## config.mk

```make
export PLATFORM = sky130hd
export DESIGN_NAME = sprite_fetch_scheduler
export DESIGN_NICKNAME = d
export VERILOG_FILES = /design/src/rtl/sprite_pkg.sv /design/src/rtl/sprite_fetch_tag_pipe.sv /design/src/rtl/sprite_fetch_scheduler.sv
export SDC_FILE = /design/constraint.sdc
export NUM_CORES = 1
export LEC_CHECK = 0
export CAP_MARGIN = 15
export CORE_UTILIZATION = 23
export CTS_CLUSTER_SIZE = 14
export DETAILED_ROUTE_END_ITERATION = 8
export DONT_BUFFER_PORTS = 1
export SYNTH_ARGS = -nofsm -noshare
export SYNTH_HDL_FRONTEND = slang
export SYNTH_HIERARCHICAL = 1
export SYNTH_SLANG_ARGS = --single-unit
```

## constraint.sdc

```tcl
create_clock -name clk -period 4.65 [get_ports clk]
set_input_delay 0 -clock clk [delete_from_list [all_inputs] [get_ports clk]]
set_output_delay 0 -clock clk [all_outputs]
set_load 0.05 [all_outputs]
```

## src/rtl/sprite_pkg.sv

```systemverilog
// Shared constants, FSM state encoding and the issue-order helper for the sprite fetch scheduler.
package sprite_pkg;

    localparam int N_REQ        = 3;
    localparam int REQ_BALL     = 0;
    localparam int REQ_LSCORE   = 1;
    localparam int REQ_RSCORE   = 2;
    localparam int SPRITE_DIM   = 50;
    localparam int SPRITE_WORDS = 2500;
    localparam int SPRITE_COUNT = 37;
    localparam int BALL_GLYPH   = 36;
    localparam int ADDR_W       = 18;
    localparam int ID_W         = 2;

    typedef enum logic [1:0] {
        IDLE  = 2'd0,
        ISSUE = 2'd1,
        DRAIN = 2'd2
    } fetchState_e;

    // First set bit of mask, searching upward from start and wrapping at N_REQ.
    function automatic logic [ID_W-1:0] pickNext(input logic [N_REQ-1:0] mask,
                                                 input logic [ID_W-1:0]  start);
        logic            found;
        int              idx;
        logic [ID_W-1:0] sel;
        found = 1'b0;
        sel   = start;
        for (int off = 0; off < N_REQ; off++) begin
            idx = (int'(start) + off) % N_REQ;
            if (!found && mask[idx]) begin
                sel   = ID_W'(idx);
                found = 1'b1;
            end
        end
        return sel;
    endfunction

endpackage

```

## src/rtl/sprite_fetch_tag_pipe.sv

```systemverilog
// DEPTH-deep shift register of {valid, id} that follows each ROM read until its data returns.
module sprite_fetch_tag_pipe #(
    parameter int DEPTH = 1,
    parameter int ID_W  = 2
) (
    input  logic            clk,
    input  logic            flush,
    input  logic            pushVld,
    input  logic [ID_W-1:0] pushId,
    output logic            outVld,
    output logic [ID_W-1:0] outId,
    output logic            busy
);

    logic [DEPTH-1:0] vld;
    logic [ID_W-1:0]  ids [DEPTH];

    // Flush empties the older stages but still accepts this cycle's push.
    always_ff @(posedge clk) begin
        vld[0] <= pushVld;
        ids[0] <= pushId;
        for (int i = 1; i < DEPTH; i++) begin
            vld[i] <= flush ? 1'b0 : vld[i-1];
            ids[i] <= ids[i-1];
        end
    end

    assign outVld = vld[DEPTH-1];
    assign outId  = ids[DEPTH-1];

    // busy: reads still in flight beyond the one returning this cycle.
    if (DEPTH > 1) begin : g_inner
        assign busy = |vld[DEPTH-2:0];
    end else begin : g_none
        assign busy = 1'b0;
    end

endmodule

```

## src/rtl/sprite_fetch_scheduler.sv

```systemverilog
// Shares the 1-bit sprite ROM between ball/left/right score requesters, one pixel of latency.
// SPRITE_FETCH_RR_EN: rotate the starting requester on every pixel instead of fixed 0,1,2 order.
module sprite_fetch_scheduler
    import sprite_pkg::*;
#(
    parameter int ROM_LAT = 1
) (
    input  logic                    clk,
    input  logic                    reset,
    input  logic                    pix_stb,
    input  logic [N_REQ-1:0]        req,
    input  logic [N_REQ*ADDR_W-1:0] req_addr,
    output logic                    rom_en,
    output logic [ADDR_W-1:0]       rom_addr,
    input  logic                    rom_data,
    output logic [N_REQ-1:0]        sprite_bit,
    output logic                    sprite_vld,
    output logic                    overrun,
    output logic [1:0]              fsmState
);

    fetchState_e             state;
    logic [N_REQ-1:0]        pending;
    logic [N_REQ*ADDR_W-1:0] addrLatch;
    logic [ID_W-1:0]         startIdx;
    logic [ID_W-1:0]         rrIdx;
    logic [N_REQ-1:0]        cap;

    logic [N_REQ-1:0]        srcMask;
    logic [N_REQ-1:0]        remMask;
    logic [N_REQ-1:0]        capNext;
    logic [ID_W-1:0]         srcStart;
    logic [ID_W-1:0]         issueId;
    logic [N_REQ*ADDR_W-1:0] srcAddrs;
    logic                    issueAny;
    logic                    outVld;
    logic [ID_W-1:0]         outId;
    logic                    pipeBusy;

`ifdef SPRITE_FETCH_RR_EN
    always_ff @(posedge clk) begin
        if (reset)
            rrIdx <= '0;
        else if (pix_stb)
            rrIdx <= (rrIdx == ID_W'(N_REQ - 1)) ? '0 : rrIdx + 1'b1;
    end
`else
    assign rrIdx = '0;
`endif

    // No backpressure anywhere: rom_en is a read strobe the ROM must accept, and
    // sprite_vld is a one-cycle strobe the consumer must take when it is high.
    always_comb begin
        srcMask  = pix_stb ? req : pending;
        srcStart = pix_stb ? rrIdx : startIdx;
        srcAddrs = pix_stb ? req_addr : addrLatch;
        issueAny = (srcMask != '0);
        issueId  = pickNext(srcMask, srcStart);
        remMask  = srcMask & ~(N_REQ'(1) << issueId);
        capNext  = cap;
        if (outVld)
            capNext[outId] = rom_data;
    end

    sprite_fetch_tag_pipe #(
        .DEPTH (ROM_LAT),
        .ID_W  (ID_W)
    ) u_tagPipe (
        .clk     (clk),
        .flush   (reset || pix_stb),
        .pushVld (issueAny && !reset),
        .pushId  (issueId),
        .outVld  (outVld),
        .outId   (outId),
        .busy    (pipeBusy)
    );

    always_ff @(posedge clk) begin
        if (reset) begin
            state      <= IDLE;
            pending    <= '0;
            addrLatch  <= '0;
            startIdx   <= '0;
            cap        <= '0;
            rom_en     <= 1'b0;
            rom_addr   <= '0;
            sprite_bit <= '0;
            sprite_vld <= 1'b0;
            overrun    <= 1'b0;
        end else begin
            sprite_vld <= pix_stb;
            rom_en     <= issueAny;
            if (issueAny)
                rom_addr <= srcAddrs[int'(issueId)*ADDR_W +: ADDR_W];

            if (pix_stb) begin
                // A return landing on the boundary is already folded into capNext.
                sprite_bit <= capNext;
                cap        <= '0;
                if (pending != '0 || pipeBusy)
                    overrun <= 1'b1;
                addrLatch <= req_addr;
                startIdx  <= rrIdx;
                pending   <= remMask;
                if (req == '0)
                    state <= IDLE;
                else if (remMask != '0)
                    state <= ISSUE;
                else
                    state <= DRAIN;
            end else begin
                cap <= capNext;
                case (state)
                    ISSUE: begin
                        pending <= remMask;
                        if (remMask == '0)
                            state <= DRAIN;
                    end
                    DRAIN: begin
                        if (!pipeBusy)
                            state <= IDLE;
                    end
                    default: ;
                endcase
            end
        end
    end

    assign fsmState = state;

endmodule
```

==> flow_metrics.tcl, run 1 <==
set metrics [dict create \
    outcome "finished, final reports clean" \
    vias 3434 \
    yosys-top-cells-area "dfxtp_1 42%, mux2i_1 18%, nor2_1 7.5%" \
    synthArstFlopShare_pct 0 \
    total_leakage_power_nw 2.119 \
    ioPinCount 87 \
    drc 0 \
    cts_resized 0 \
    worst-path-max-fanout 18 \
    max_stage_delay_ns 0.59 \
    p_int_mw 1.359 \
    die_x_um 140.0 \
    ys_top_cells_by_count "91 x dfxtp_1, 87 x nor2_1, 78 x mux2i_1" \
    first_pass_iters 4 \
    drt_iter0_markers 96 \
    ys_seq_area_share_pct 41.61 \
    crit_chain "nor2b_1 -> ha_1 -> mux4_2 -> inv_1 -> a32o_2 -> a211oi_2 -> nor2_2 -> nand2_1 -> o22a_1 -> a311oi_1" \
    initial_core_util_pct 23.40 \
    cp.required_ns 4.89 \
    ys.flop_type "dfxtp_1" \
    timing.rr.end "rom_addr[8]$_SDFFE_PP0N_" \
    clk_path_buf_depth 2 \
    placed_cells 650 \
    fin_cells 727 \
    drtAntennaViolNets 0 \
    cp-start-kind "flip-flop" \
    timing.fmax_mhz 290.6 \
    arrival_ns 3.69 \
    dp_hpwl_um 7485 \
    antenna_cells 0 \
    clkPwrFrac_pct 35.3 \
    grt_usage_pct 12.58 \
    path_class "reg -> reg" \
    synth.largest_area_cell "dfxtp_1" \
    routed_via_density 4.724 \
    hold_end "u_tagPipe/outVld$_DFF_P_" \
    numClockSinks 91 \
    hold_violations 0 \
    ys_ff_latch 91 \
    tightest_slew_ns 0.9318 \
    peakVddDrop_uv 158.3 \
    rrSetupSlack_ns 1.21 \
    drive_gt1_share_pct 13.18 \
    hold_start "pix_stb" \
    grt_max_degree 84 \
    post_cts_buffers 0 \
    pwr-share-seq_pct 48.2 \
    grt_pass1_wl_um 19020 \
    cp_num_buf_inv 1 \
    cellPowerDensity_nw_per_um2 366.6 \
    gp_congestion 0.7442 \
    cts_root_buf "clkbuf_16" \
    grt_pass1_vias 3673 \
    fp.dieH_um 140.0 \
    synth_most_common_cell "dfxtp_1" \
    period_share_pct 74.01 \
    ff2ff_path_depth 10 \
    grt_overflow 0 \
    rows 50 \
    netlist_area_um2 4378 \
    wirelength_um 12000 \
    ys_types 49 \
    finalMaxSlewViolations 0 \
    hp-class "in -> reg" \
    p_total_mw 1.996 \
    die_area_um2 19590 \
    cts_buffers 9 \
    syn_to_final_growth_pct 24.38 \
    synthCells 445 \
    comb_power_share_pct 16.5 \
    syn_area_per_cell_um2 9.838 \
    portBuffers 0 \
    h-tree-depth 3 \
    coreArea_um2 18710 \
    setup-tns-final_ns 0 \
    hold_depth 2 \
    finClkSkew_ns 0.005723 \
    setup_viol 0 \
    end_kind "flip-flop" \
    synth_edf_count 0 \
    cts_tree "built" \
    synth_nets 508 \
    cts.reportedPaths.clkPinSlew_ns 0.07 \
    rsz0062_at_grt "false" \
    relSlewSlack_pct 37.73 \
    clkLatencyLatePin_ns 0.35 \
    maxCapViolCount 0 \
    p_sw_share_pct 31.91 \
    antenna_found_initial 0 \
    fin_nets 551 \
    wire_per_inst_um 16.51 \
    synth_top_area_share_pct 41.61 \
    worst_path_dominant_cell_family "compound AO/OA/AOI/OAI gates" \
    min_period_ns 3.441 \
    critPathSlowestCell "nand2_1" \
    placed_area_um2 4523 \
    ys_warn_count 6 \
    fin_area_um2 5445 \
    switchingPower_mw 0.6370 \
    reg2reg_from "startIdx[1]$_SDFF_PP0_" \
]
==> worst reg2reg max path: stages, from the launching register on <==
cell      delay [ns]
dfxtp_1         0.36
nor2b_1         0.16
ha_1            0.36
mux4_2          0.55
inv_1           0.11
a32o_2          0.23
a211oi_2        0.10
nor2_2          0.22
nand2_1         0.59
o22a_1          0.39
a311oi_1        0.28
==> per-layer routing <==
metal  share of wire (%)  track usage, %  wire length, um
met4                 1.9           5.726              223
met1                  45           14.40             5437
met5                   0               0                0
met3                 5.8           3.624              699
met2                  47           21.66             5642
==> power groups by stage <==
stage / clock network, mW / registers, mW / logic [mW]
5_1_grt: 0.754 / 0.970 / 0.363
3_5_place_dp: 0 / 0.982 / 0.258
6_report: 0.704 / 0.963 / 0.329
3_3_place_gp: 0 / 0.979 / 0.250
2_1_floorplan: 0 / 0.967 / 0.240
4_1_cts: 0.726 / 0.964 / 0.332
==> cell families after synthesis <==
logic type / Yosys count / share of synthesized area [%]
and+or+nand+nor: 141 / 14.49
muxes: 101 / 24.24
DFF: 91 / 41.61
AOI/OAI and AO/OA: 74 / 14.98
buffers and inverters: 35 / 4.029
adders and majority gates: 2 / 0.5715
other: 1 / 0.08566
==> cell usage in the layout, fill, tap and decap left out, types with 2 or more instances in the layout <==
cell type / count
nor2_1: 87
o32a_1: 2
nand2b_1: 4
clkinvlp_4: 2
clkbuf_16: 9
o221ai_1: 2
a311oi_2: 10
o21ai_0: 5
mux2i_1: 78
nand3_1: 2
dlygate4sd3_1: 59
mux2_4: 2
nand3b_1: 2
a211oi_1: 7
and2_1: 6
ha_1: 2
nor2b_1: 4
a221oi_1: 2
o211ai_1: 2
nor2_2: 2
a21oi_1: 8
inv_1: 4
a311oi_1: 8
dfxtp_1: 91
a32oi_1: 2
clkinv_2: 2
nand2_1: 25
o22a_1: 19
inv_6: 2
buf_16: 2
mux2_2: 19
==> sequential cells by signal (all words and copies together) (netlist names) <==
name and cells:
startIdx 2, rom_addr 18, cap 3, sprite_vld 1, sprite_bit 3, u_tagPipe/outVld 1, u_tagPipe/ids 2, fsmState 2
overrun 1, rom_en 1, addrLatch 54, pending 3
==> how the worst max path moves through the flow <==
stage	to	slack, ns	startpoint	depth (start not counted)
final	rom_addr[8]$_SDFFE_PP0N_	1.21	startIdx[1]$_SDFF_PP0_	10
after detailed placement	rom_addr[8]$_SDFFE_PP0N_	1.20	startIdx[1]$_SDFF_PP0_	10
after global placement	rom_addr[8]$_SDFFE_PP0N_	1.30	startIdx[1]$_SDFF_PP0_	10
after global routing	rom_addr[8]$_SDFFE_PP0N_	0.96	startIdx[0]$_SDFF_PP0_	10
after CTS	rom_addr[8]$_SDFFE_PP0N_	1.18	startIdx[0]$_SDFF_PP0_	10
after floorplan	rom_addr[6]$_SDFFE_PP0N_	1.42	pix_stb	17
==> what timing repair did <==
action / in CTS / in global routing
endpoints found under the hold margin: 89 / 0
hold buffers: 61 / 0
setup endpoints to repair: 0 / 0
==> cell type report <==
| type | instances | area (um2) |
|---|---|---|
| clock buffers | 9 | 225.2 |
| clock inverters | 7 | 51.30 |
| fillers | 1925 | 13260 |
| inverters | 5 | 18.77 |
| multi-input cells | 319 | 2382 |
| flip-flops and latches | 91 | 1822 |
| well taps | 234 | 292.8 |
| repair buffers | 62 | 653.1 |
==> through the flow <==
step / hold slack [ns] / util [%] / setup slack [ns]
floorplan: 0.08332 / - / 1.423
global placement: 0.08287 / 24.18 / 1.302
detailed placement: 0.08245 / 24.18 / 1.204
CTS: 0.001607 / 29.11 / 1.182
global route: 0.04120 / 29.11 / 0.9586
finish: 0.01593 / 29.11 / 1.209
(Power assumes the default switching activity.)
==> run 2: changes to the inputs <==
==> constraint.sdc (replaced) <==
create_clock -name clk -period 3.05 [get_ports clk]
set_input_delay 0 -clock clk [delete_from_list [all_inputs] [get_ports clk]]
set_output_delay 0 -clock clk [all_outputs]
set_load 0.05 [all_outputs]
==> run 2 against run 1 <==
Clock-buffer cell count up 1. Global-route usage grew 0.33 points. Sequential cell count stayed put. Power increased by 59%. Combinational power is 74% higher. Routed wire length rose by 6.2%. Critical path type unchanged. Critical endpoint is now rom_addr[10]$_SDFFE_PP0N_.
==> flow_metrics.tcl, run 2 (synthesis results as in run 1) <==
set metrics [dict create \
    cp.required_ns 3.30 \
    hold_end "u_tagPipe/outVld$_DFF_P_" \
    hold_depth 2 \
    grt_pass1_wl_um 19280 \
    total_leakage_power_nw 2.235 \
    initial_core_util_pct 23.40 \
    clk_path_buf_depth 2 \
    drtAntennaViolNets 0 \
    seq_area_um2 1827 \
    peakVddDrop_uv 375.7 \
    die_area_um2 19590 \
    grt_usage_pct 12.92 \
    dp_hpwl_um 7538 \
    fin_area_um2 5758 \
    h-tree-depth 3 \
    fin_cells 742 \
    fp.dieH_um 140.0 \
    drt_iter0_markers 155 \
    timing.fmax_mhz 337.2 \
    reg.largest.list "addrLatch x54, rom_addr x18" \
    hold_violations 0 \
    min_period_ns 2.966 \
    worst_path_dominant_cell_family "multiplexers" \
    ioPinCount 87 \
    grt_max_degree 84 \
    critPathSlowestCell "mux4_2" \
    tightest_slew_ns 0.8921 \
    routed_via_density 4.898 \
    hp-class "in -> reg" \
    ff2ff_path_depth 11 \
    rows 50 \
    period_share_pct 97.24 \
    cp-start-kind "flip-flop" \
    max_stage_delay_ns 0.53 \
    reg2reg_from "startIdx[1]$_SDFF_PP0_" \
    syn_to_final_growth_pct 31.52 \
    finClkSkew_ns 0.01091 \
    setup-tns-final_ns 0 \
    drive_gt1_share_pct 17.55 \
    cts_buffers 9 \
    largest_register_ffs 54 \
    timing.rr.end "rom_addr[10]$_SDFFE_PP0N_" \
    die_x_um 140.0 \
    clkLatencyLatePin_ns 0.35 \
    rrSetupSlack_ns 0.08 \
    drc 0 \
    arrival_ns 3.21 \
    fin_nets 565 \
    fin_util_pct 30.78 \
    vias 3634 \
    relSlewSlack_pct 40.31 \
    worst-path-max-fanout 10 \
    cellPowerDensity_nw_per_um2 551.7 \
    grt_overflow 0 \
    coreArea_um2 18710 \
    end_kind "flip-flop" \
    multiInputGateArea_um2 2486 \
    final_cell_mix "89 x dfxtp_1, 87 x nor2_1, 78 x mux2i_1" \
    antenna_found_initial 1 \
    maxCapViolCount 0 \
    crit_chain "nor2b_4 -> ha_4 -> mux4_2 -> inv_2 -> a32o_2 -> nand3_4 -> mux2_4 -> clkbuf_16 -> mux2i_1 -> o22a_1 -> a311oi_1" \
    cts.reportedPaths.clkPinSlew_ns 0.07 \
    first_pass_iters 4 \
    gp_congestion 0.8073 \
    cts_root_buf "clkbuf_16" \
    finalMaxSlewViolations 0 \
    numClockSinks 91 \
    path_class "reg -> reg" \
    hold_start "req[2]" \
    cp_num_buf_inv 2 \
    portBuffers 0 \
    wirelength_um 12750 \
    final_common_cell "dfxtp_1" \
    fill_cells 1899 \
    wire_per_inst_um 17.18 \
    outcome "finished, final reports clean" \
    placed_area_um2 4633 \
    cts_tree "built" \
    grt_pass1_vias 3698 \
    largest-register "addrLatch" \
    placed_cells 658 \
    setup_viol 0 \
]
-- run 2: cell types whose count changed in the layout (fill, tap and decap cells not counted), sizes merged --
cell,change
bufinv,+1
clkinv,-2
buf,+10
nand2b,+2
clkbuf,+3
diode,+1
-- run 2: repair_timing --
| action | in CTS | in global routing |
|---|---|---|
| buffers inserted | 0 | 2 |
| endpoints found under the setup margin | 18 | 20 |
| hold buffers | 61 | 0 |
| pin swaps | 2 | 4 |
| cloned | 2 | 2 |
| resized for setup | 5 | 14 |
| endpoints found under the hold margin | 89 | 0 |
-- run 2: stage by stage --
step,power (mW),worst slack (ns),hold WS [ns]
floorplan,1.840,0.08588,0.08332
global placement,1.896,0.1017,0.08928
detailed placement,1.912,-0.05427,0.09399
CTS,3.199,0.02539,0.0006171
global route,3.327,-0.01486,0.01704
finish,3.177,0.08431,0.02567
-- run 2: where the power goes --
part | internal, mW | switching (mW)
combinational | 0.282 | 0.293
sequential | 1.28 | 0.192
clock | 0.643 | 0.492
-- run 2: worst max-delay path by stage --
stage	slack (ns)	depth (start not counted)	endpoint	start
final	0.08	11	rom_addr[10]$_SDFFE_PP0N_	startIdx[1]$_SDFF_PP0_
after global routing	-0.01	11	rom_addr[10]$_SDFFE_PP0N_	startIdx[1]$_SDFF_PP0_
after CTS	0.03	13	rom_addr[8]$_SDFFE_PP0N_	startIdx[0]$_SDFF_PP0_
after detailed placement	-0.05	10	rom_addr[8]$_SDFFE_PP0N_	startIdx[1]$_SDFF_PP0_
after global placement	0.10	10	rom_addr[17]$_SDFFE_PP0N_	startIdx[1]$_SDFF_PP0_
after floorplan	0.09	17	rom_addr[6]$_SDFFE_PP0N_	pix_stb
-- run 2: metal layers --
metal / vias up / GRT usage (%) / share of wire [%]
met5: - / 0 / 0
li1: 1730 / - / -
met1: 1756 / 14.78 / 43
met3: 15 / 4.547 / 6.9
met2: 133 / 21.95 / 49
met4: 0 / 5.090 / 1.6
-- run 2: worst reg2reg max path, cell delays in order, from the launching register on --
cell	delay (ns)
dfxtp_4	0.36
nor2b_4	0.14
ha_4	0.27
mux4_2	0.53
inv_2	0.10
a32o_2	0.23
nand3_4	0.10
mux2_4	0.38
clkbuf_16	0.20
mux2i_1	0.13
o22a_1	0.18
a311oi_1	0.25
-- run 2: final cells by class --
cell class | count | share of cell area (%)
flip-flops and latches | 91 | 31.73
repair buffers | 74 | 14.39
clock inverters | 6 | 1.239
multi-input cells | 321 | 43.18
diodes | 1 | 0.04346
clock buffers | 10 | 3.977
well taps | 234 | 5.085
inverters | 5 | 0.3694
